<file path="src/rtl/usb_system_cpu_cpu_oci_dct_packer.sv">
// Direct-compressed-trace packer: gathers 2-bit trace symbols into 30-bit
// packets and hands them to the trace sink over a valid/ready handshake.
// There is one accumulator and one output register, so packing can go on
// while a finished packet waits for the sink.
module usb_system_cpu_cpu_oci_dct_packer (
    input  logic        clk,
    input  logic        reset,
    input  logic        trace_enable,
    input  logic        sym_valid,
    input  logic [1:0]  sym,
    output logic        sym_ready,
    input  logic        flush,
    output logic [29:0] dct_buffer,
    output logic [3:0]  dct_count,
    output logic        dct_valid,
    input  logic        dct_ready,
    output logic        overflow
);

    localparam int unsigned SYM_W    = 2;
    localparam int unsigned MAX_SYMS = 15;
    localparam int unsigned BUF_W    = SYM_W * MAX_SYMS;

    logic [BUF_W-1:0] acc_q, acc_d, next_acc;
    logic [3:0]       cnt_q, cnt_d, next_cnt;
    logic             flush_pend_q, flush_pend_d;
    logic             en_d_q;
    logic [BUF_W-1:0] out_buf_q, out_buf_d;
    logic [3:0]       out_cnt_q, out_cnt_d;
    logic             dct_valid_q, dct_valid_d;
    logic             overflow_q, overflow_d;

    logic       accept, drop, flush_src, close_req, slot_free, transfer;
    logic [4:0] shamt;

    // Symbol acceptance and the decision to close the current packet.
    always_comb begin
        sym_ready = (cnt_q != 4'(MAX_SYMS)) && !flush_pend_q;
        accept    = sym_valid && trace_enable && sym_ready;
        drop      = sym_valid && trace_enable && !sym_ready;
        shamt     = {cnt_q, 1'b0};
        next_acc  = acc_q;
        next_cnt  = cnt_q;
        if (accept) begin
            // Bits above the fill point are always zero, so OR-ing is enough.
            next_acc = acc_q | (BUF_W'(sym) << shamt);
            next_cnt = cnt_q + 4'd1;
        end
        // A falling trace_enable closes the packet just like an explicit flush.
        flush_src = flush || flush_pend_q || (en_d_q && !trace_enable);
        close_req = (next_cnt == 4'(MAX_SYMS)) || (flush_src && (next_cnt != 4'd0));
        slot_free = !dct_valid_q || dct_ready;
        transfer  = close_req && slot_free;
    end

    // Next-state for accumulator, output register and sticky overflow.
    always_comb begin
        acc_d        = next_acc;
        cnt_d        = next_cnt;
        flush_pend_d = flush_pend_q;
        out_buf_d    = out_buf_q;
        out_cnt_d    = out_cnt_q;
        dct_valid_d  = dct_valid_q;
        overflow_d   = overflow_q || drop;
        if (transfer) begin
            out_buf_d    = next_acc;
            out_cnt_d    = next_cnt;
            dct_valid_d  = 1'b1;
            acc_d        = '0;
            cnt_d        = 4'd0;
            flush_pend_d = 1'b0;
        end else begin
            if (dct_valid_q && dct_ready) begin
                dct_valid_d = 1'b0;
            end
            // Output busy: hold the boundary and refuse symbols until it drains.
            if (flush_src && (next_cnt != 4'd0)) begin
                flush_pend_d = 1'b1;
            end
        end
    end

    // State registers with synchronous reset.
    always_ff @(posedge clk) begin
        if (reset) begin
            acc_q        <= '0;
            cnt_q        <= 4'd0;
            flush_pend_q <= 1'b0;
            en_d_q       <= 1'b0;
            out_buf_q    <= '0;
            out_cnt_q    <= 4'd0;
            dct_valid_q  <= 1'b0;
            overflow_q   <= 1'b0;
        end else begin
            acc_q        <= acc_d;
            cnt_q        <= cnt_d;
            flush_pend_q <= flush_pend_d;
            en_d_q       <= trace_enable;
            out_buf_q    <= out_buf_d;
            out_cnt_q    <= out_cnt_d;
            dct_valid_q  <= dct_valid_d;
            overflow_q   <= overflow_d;
        end
    end

    assign dct_buffer = out_buf_q;
    assign dct_count  = out_cnt_q;
    assign dct_valid  = dct_valid_q;
    assign overflow   = overflow_q;

endmodule
</file>
<file path="config.mk">
export PLATFORM = sky130hd
export DESIGN_NAME = usb_system_cpu_cpu_oci_dct_packer
export DESIGN_NICKNAME = d
export VERILOG_FILES = /design/src/rtl/usb_system_cpu_cpu_oci_dct_packer.sv
export SDC_FILE = /design/constraint.sdc
export NUM_CORES = 1
export LEC_CHECK = 0
export CAP_MARGIN = 20
export CORE_MARGIN = 1
export CORE_UTILIZATION = 50
export CTS_BUF_LIST = sky130_fd_sc_hd__clkbuf_8
export DETAILED_ROUTE_END_ITERATION = 16
export GPL_TIMING_DRIVEN = 0
export PLACE_DENSITY = 0.74
export SLEW_MARGIN = 20
export SYNTH_ARGS = -nofsm -noshare
export SYNTH_HDL_FRONTEND = slang
export SYNTH_SLANG_ARGS = --single-unit
</file>
<file path="constraint.sdc">
create_clock -name clk -period 3.66 [get_ports clk]
set_input_delay 0.732 -clock clk [delete_from_list [all_inputs] [get_ports clk]]
set_output_delay 0.732 -clock clk [all_outputs]
set_load 0.05 [all_outputs]
</file>
==> run summary, run 1 <==
Final Routed Wirelength = 6.87 mm
Post-synthesis sequential area ratio = 46.7%
Lkg Pwr = 1.34 nW
Yosys cell types = 46
PwrDens = 487 mW/mm²
Final period util = 77.7%
Avg WL per Cell = 16.1 µm
DRC viols = 0
Routing usage on met1 = 30.6%
Worst hold slack = 0.461 ns
Initial antenna violation count = 0
Clk_lat worst skew = 0.34 ns
Async S/R FF share, synth = 0%
Overflow after GRT = 0
Maximum fanout along the worst path = 5
CP arrival = 2.11 ns
Setup Viol. Count Final = 0
Final Wtd Congestion = 0.814
Max-cap violation count = 0
DRT iter0 DRCs = 83
CTS resizes = 0
Largest net degree at the start of global routing = 12
Root Driver = clkbuf_8
Core Footprint = 0.00592 mm²
Final-report hold violation count = 0
I/O Buffers = 43
Mapped Avg Cell Area = 10.5 µm²
Final Critical Period = 2.84 ns
Max clock buf depth = 2
Netlist Area Pre-Place = 0.00308 mm²
Crit path launch type = flip-flop
Clk pin slew, worst setup/hold paths = 0.07 ns
RSZ-0062 raised after global routing = false
FMAX = 352 MHz
VDD IR max = 0.290 mV
Synth warnings = 0
First-pass GRT wire length = 11.0 mm
Fin area = 0.00383 mm²
DIE WIDTH = 80.5 µm
Synth area leader = dfxtp_1
Worst slew pin tran = 0.985 ns
Htree depth = 3
Clock skew = 0.00438 ns
Max-slew violation count = 0
Fraction of layout cells with a size suffix above 1 = 18.8%
Mapped Nets = 302
Core Rows = 28
HPWL after detailed placement = 4.75 mm
CTS tree = yes
Met2 usage = 35.2%
Vias in the first global route = 2173
Worst Setup End Kind = output pin
Slew HR = 33.9%
Syn Inst Count = 293
# Post-CTS Setup Buffers = 0
Most used DFF post-synth = dfxtp_1
Hold/Removal Path Class = flip-flop to flip-flop
Util after Layout = 64.7%
Io pins = 45
TNS Setup = 0 ns
Most frequent cells in the layout = dfxtp_1 (72), clkdlybuf4s50_1 (43), nor2_1 (39)
Sink Count = 72
Crit path required time = 2.93 ns
Vias = 2390
Initial DRT Pass Iterations = 4
Vias per inst = 5.61
# diodes = 0
Starting Density = 52.1%
Most common cell after layout, fill and taps aside = dfxtp_1
CTS buffer count = 9
Status = completed
GR Util All Layers = 23.3%
Met3 GRT Util = 4.43%
Final net count = 356
CTS Hold Buffers Added = 0
Power Total = 1.87 mW
Total die area = 0.00649 mm²
Synth top area cells = dfxtp_1 (47%), a2111oi_2 (8.8%), a31o_1 (5.7%)
Post-synth top area share = 46.7%
Area Growth Syn to Fin = 24.1%
Chip Height = 80.5 µm
Post-synth EDFFs = 0
WS Path Type = flip-flop to output pin
Grt peak-use layer = met2
Register bit total from synthesis = 72
Placed Area = 0.00361 mm²
ANT nets after route = 0
path summary, 6_finish.rpt:
check                               from  slack, ns  depth (start not counted)                          end
max                  cnt_q[0]$_SDFF_PP0_       0.82                          4                    sym_ready
min          dct_buffer[18]$_SDFFE_PP0P_       0.46                          2  dct_buffer[18]$_SDFFE_PP0P_
max reg2reg          cnt_q[0]$_SDFF_PP0_       1.36                          7         acc_q[28]$_SDFF_PP0_
min reg2reg  dct_buffer[18]$_SDFFE_PP0P_       0.46                          2  dct_buffer[18]$_SDFFE_PP0P_
Yosys cell counts (all sizes together) (2+ instances only):
library cell and count:
a2111oi 20, a211oi 7, a21oi 32, a221oi 13, a31o 20, and2 5, and3 5, and3b 5
buf 16, clkbuf 6, dfxtp 72, dlygate4sd1 2, inv 16, nand2 2, nor2 39, nor2b 3
nor3 2, nor3b 4, o31ai 2, or2b 2, or4 2, xor2 2
power breakdown:
group,internal (mW),switching [mW],leakage [nW]
combinational,0.113,0.225,0.645
clock,0.414,0.288,0.117
sequential,0.810,0.0152,0.583
total,1.34,0.529,1.34
through the flow:
step,instances,setup WS (ns)
4_1_cts,426,0.799
6_report,426,0.817
5_1_grt,426,0.630
3_3_place_gp,411,0.568
2_1_floorplan,293,1.50
3_5_place_dp,411,0.543
state kept, by name (all words and copies together) (netlist names):
signal and flops:
flush_pend_q 1, en_d_q 1, dct_count 4, overflow 1, acc_q 30, cnt_q 4
dct_buffer 30, dct_valid 1
cell families (layout without fill, tap and decap cells):
kind of cell | after synthesis | count (layout) | share of synthesized area [%]
compound gates | 103 | 103 | 31.2
simple gates | 74 | 74 | 13.6
flops | 72 | 72 | 46.7
buf+inv | 40 | 98 | 7.22
xor+xnor | 2 | 2 | 0.568
fa+ha+maj | 1 | 1 | 0.406
mux | 1 | 1 | 0.325
final cells by class:
class,instances,area (µm²)
buffer,24,163
clock buffer,11,151
clock inverter,4,68.8
fill,513,2090
inverter,16,60.1
multi-input combinational,181,1420
sequential,72,1440
tap,75,93.8
timing repair buffer,43,430
per-layer routing:
| layer | part of all wire, % | wire, µm |
|---|---|---|
| met4 | 2.2 | 148 |
| met2 | 45 | 3100 |
| met3 | 4.2 | 287 |
| met1 | 48 | 3330 |
| met5 | 0 | 0 |
worst max-delay path, cell delays in order, from the launching register on:
cell	delay, ns
dfxtp_1	0.35
ha_1	0.24
and3_1	0.23
nor2_1	0.13
clkdlybuf4s50_1	0.82
Note: power is estimated with default switching activity, not from simulation.
==> run 2: changes to the inputs <==
Clock period 3.66 ns to 2.85 ns, I/O delays scaled along.
==> run summary, run 2 (synthesis results as in run 1) <==
Status = completed
Final Critical Period = 2.68 ns
Routing usage on met1 = 30.6% (unchanged)
Final net count = 356 (unchanged)
VDD IR max = 0.370 mV (+28%)
Met2 usage = 35.2% (unchanged)
CP delay by family, top = buffers and inverters
Layout Cells excl Fill = 426 (unchanged)
Worst Setup End Kind = output pin
Initial DRT Pass Iterations = 4 (unchanged)
Clock skew = 0.00621 ns (+0.00183 ns)
CTS tree = yes
Avg WL per Cell = 16.0 µm (-0.57%)
Vias in the first global route = 2173 (unchanged)
Slew HR = 49.5% (+16 points)
Crit path required time = 2.28 ns (-0.65 ns)
Fraction of layout cells with a size suffix above 1 = 19.1% (+0.28 points)
FMAX = 373 MHz
Most common cell after layout, fill and taps aside = dfxtp_1
CTS buffer count = 9 (unchanged)
Initial antenna violation count = 0 (unchanged)
DIE WIDTH = 80.5 µm (unchanged)
DRC viols = 0 (unchanged)
Core Footprint = 0.00592 mm² (unchanged)
Total die area = 0.00649 mm² (unchanged)
Setup ws final = 0.168 ns (-0.650 ns)
Overflow after GRT = 0 (unchanged)
Max-cap violation count = 0 (unchanged)
First-pass GRT wire length = 11.0 mm (unchanged)
RSZ-0062 raised after global routing = false
Largest net degree at the start of global routing = 12 (unchanged)
# Post-CTS Setup Buffers = 0 (unchanged)
ANT nets after route = 0 (unchanged)
Max-slew violation count = 0 (unchanged)
Worst setup startpoint = cnt_q[0]$_SDFF_PP0_
Grt peak-use layer = met2
Maximum fanout along the worst path = 5 (unchanged)
Power Total = 2.39 mW (+28%)
Starting Density = 52.1% (unchanged)
Io pins = 45 (unchanged)
I/O Buffers = 43 (unchanged)
Final period util = 94.1%
Sink Count = 72 (unchanged)
Hold/Removal Path Class = flip-flop to flip-flop
Crit-path slowest cell = clkdlybuf4s50_1
Final-report hold violation count = 0 (unchanged)
Buf/Inv on CP = 1 (unchanged)
CTS Hold Buffers Added = 0 (unchanged)
Clk pin slew, worst setup/hold paths = 0.07 ns (about the same)
Core Rows = 28 (unchanged)
Worst path cell trace = ha_1 > and3_1 > nor2_1 > clkdlybuf4s50_1
Crit path launch type = flip-flop
Vias per inst = 5.60 (-0.25%)
Min-delay src = dct_buffer[18]$_SDFFE_PP0P_
Met3 GRT Util = 4.43% (unchanged)
Final Routed Wirelength = 6.83 mm (-0.57%)
DRT iter0 DRCs = 98 (+18%)
WS Path Type = flip-flop to output pin
Max stage delay on crit path = 0.82 ns (about the same)
Clk_lat worst skew = 0.34 ns (about the same)
Worst slew pin tran = 0.756 ns (-0.228 ns)
CP arrival = 2.11 ns (about the same)
Chip Height = 80.5 µm (unchanged)
# diodes = 0 (unchanged)
Vias = 2384 (-0.25%)
Area Growth Syn to Fin = 24.3%
Util after Layout = 64.8% (+0.084 points)
PwrDens = 625 mW/mm² (+28%)
Post-placement worst setup slack = -0.105 ns (-0.648 ns)
HPWL after detailed placement = 4.75 mm (unchanged)
Placed insts = 411 (unchanged)
Root Driver = clkbuf_8
Htree depth = 3 (unchanged)
Worst hold slack = 0.461 ns (-0.000364 ns)
Lkg Pwr = 1.35 nW (+0.30%)
Most frequent cells in the layout = dfxtp_1 (72), clkdlybuf4s50_1 (43), nor2_1 (39)
GR Util All Layers = 23.3% (unchanged)
Setup Viol. Count Final = 0 (unchanged)
RR Startpoint = cnt_q[0]$_SDFF_PP0_
Final Wtd Congestion = 0.814 (unchanged)
Max clock buf depth = 2 (unchanged)
[run 2: cell counts in the layout (fill, tap and decap cells not counted)]
Identical to the previous run, type by type.
[run 2: worst paths after layout]
kind | end | depth (start not counted) | slack [ns]
setup / recovery | sym_ready | 4 | 0.17
hold / removal | dct_buffer[18]$_SDFFE_PP0P_ | 2 | 0.46
setup reg to reg | acc_q[28]$_SDFF_PP0_ | 7 | 0.57
hold reg to reg | dct_buffer[18]$_SDFFE_PP0P_ | 2 | 0.46
[run 2: where the power goes]
group / internal (mW) / switching [mW] / total (mW)
Combinational: 0.145 / 0.288 / 0.433
Clock: 0.532 / 0.370 / 0.901
Sequential: 1.04 / 0.0193 / 1.06
Total: 1.72 / 0.677 / 2.39
[run 2: final cells by class]
type	count	area, µm²
multi-input combinational	181	1430
fill	512	2090
sequential	72	1440
clock inverter	4	68.8
clock buffer	11	151
buffer	24	163
timing repair buffer	43	430
tap	75	93.8
inverter	16	60.1
[run 2: repair_timing]
item / in CTS / in global routing
hold endpoints to repair: 0 / 0
gates resized for setup: 0 / 1
setup endpoints to repair: 0 / 1
[run 2: per-layer routing]
layer / part of all wire [%] / wire length (µm) / vias up
li1: - / - / 1200
met1: 47 / 3240 / 1107
met2: 44 / 3040 / 63
met3: 5.7 / 390 / 14
met4: 2.4 / 162 / 0
met5: 0 / 0 / -
[run 2: per-stage QoR]
step           instance area [µm²]  TNS (ns)
2_1_floorplan                 3080         0
3_3_place_gp                  3610    -0.392
3_5_place_dp                  3610    -0.323
4_1_cts                       3830         0
5_1_grt                       3830         0
6_report                      3830         0
[run 2: worst register-to-register path, cell delays in order, from the launching register on]
cell and delay [ns]:
dfxtp_1 0.39, ha_1 0.22, xor2_1 0.20, nand4b_1 0.14
a311o_4 0.45, o211ai_2 0.37, buf_2 0.31, nor2_1 0.07
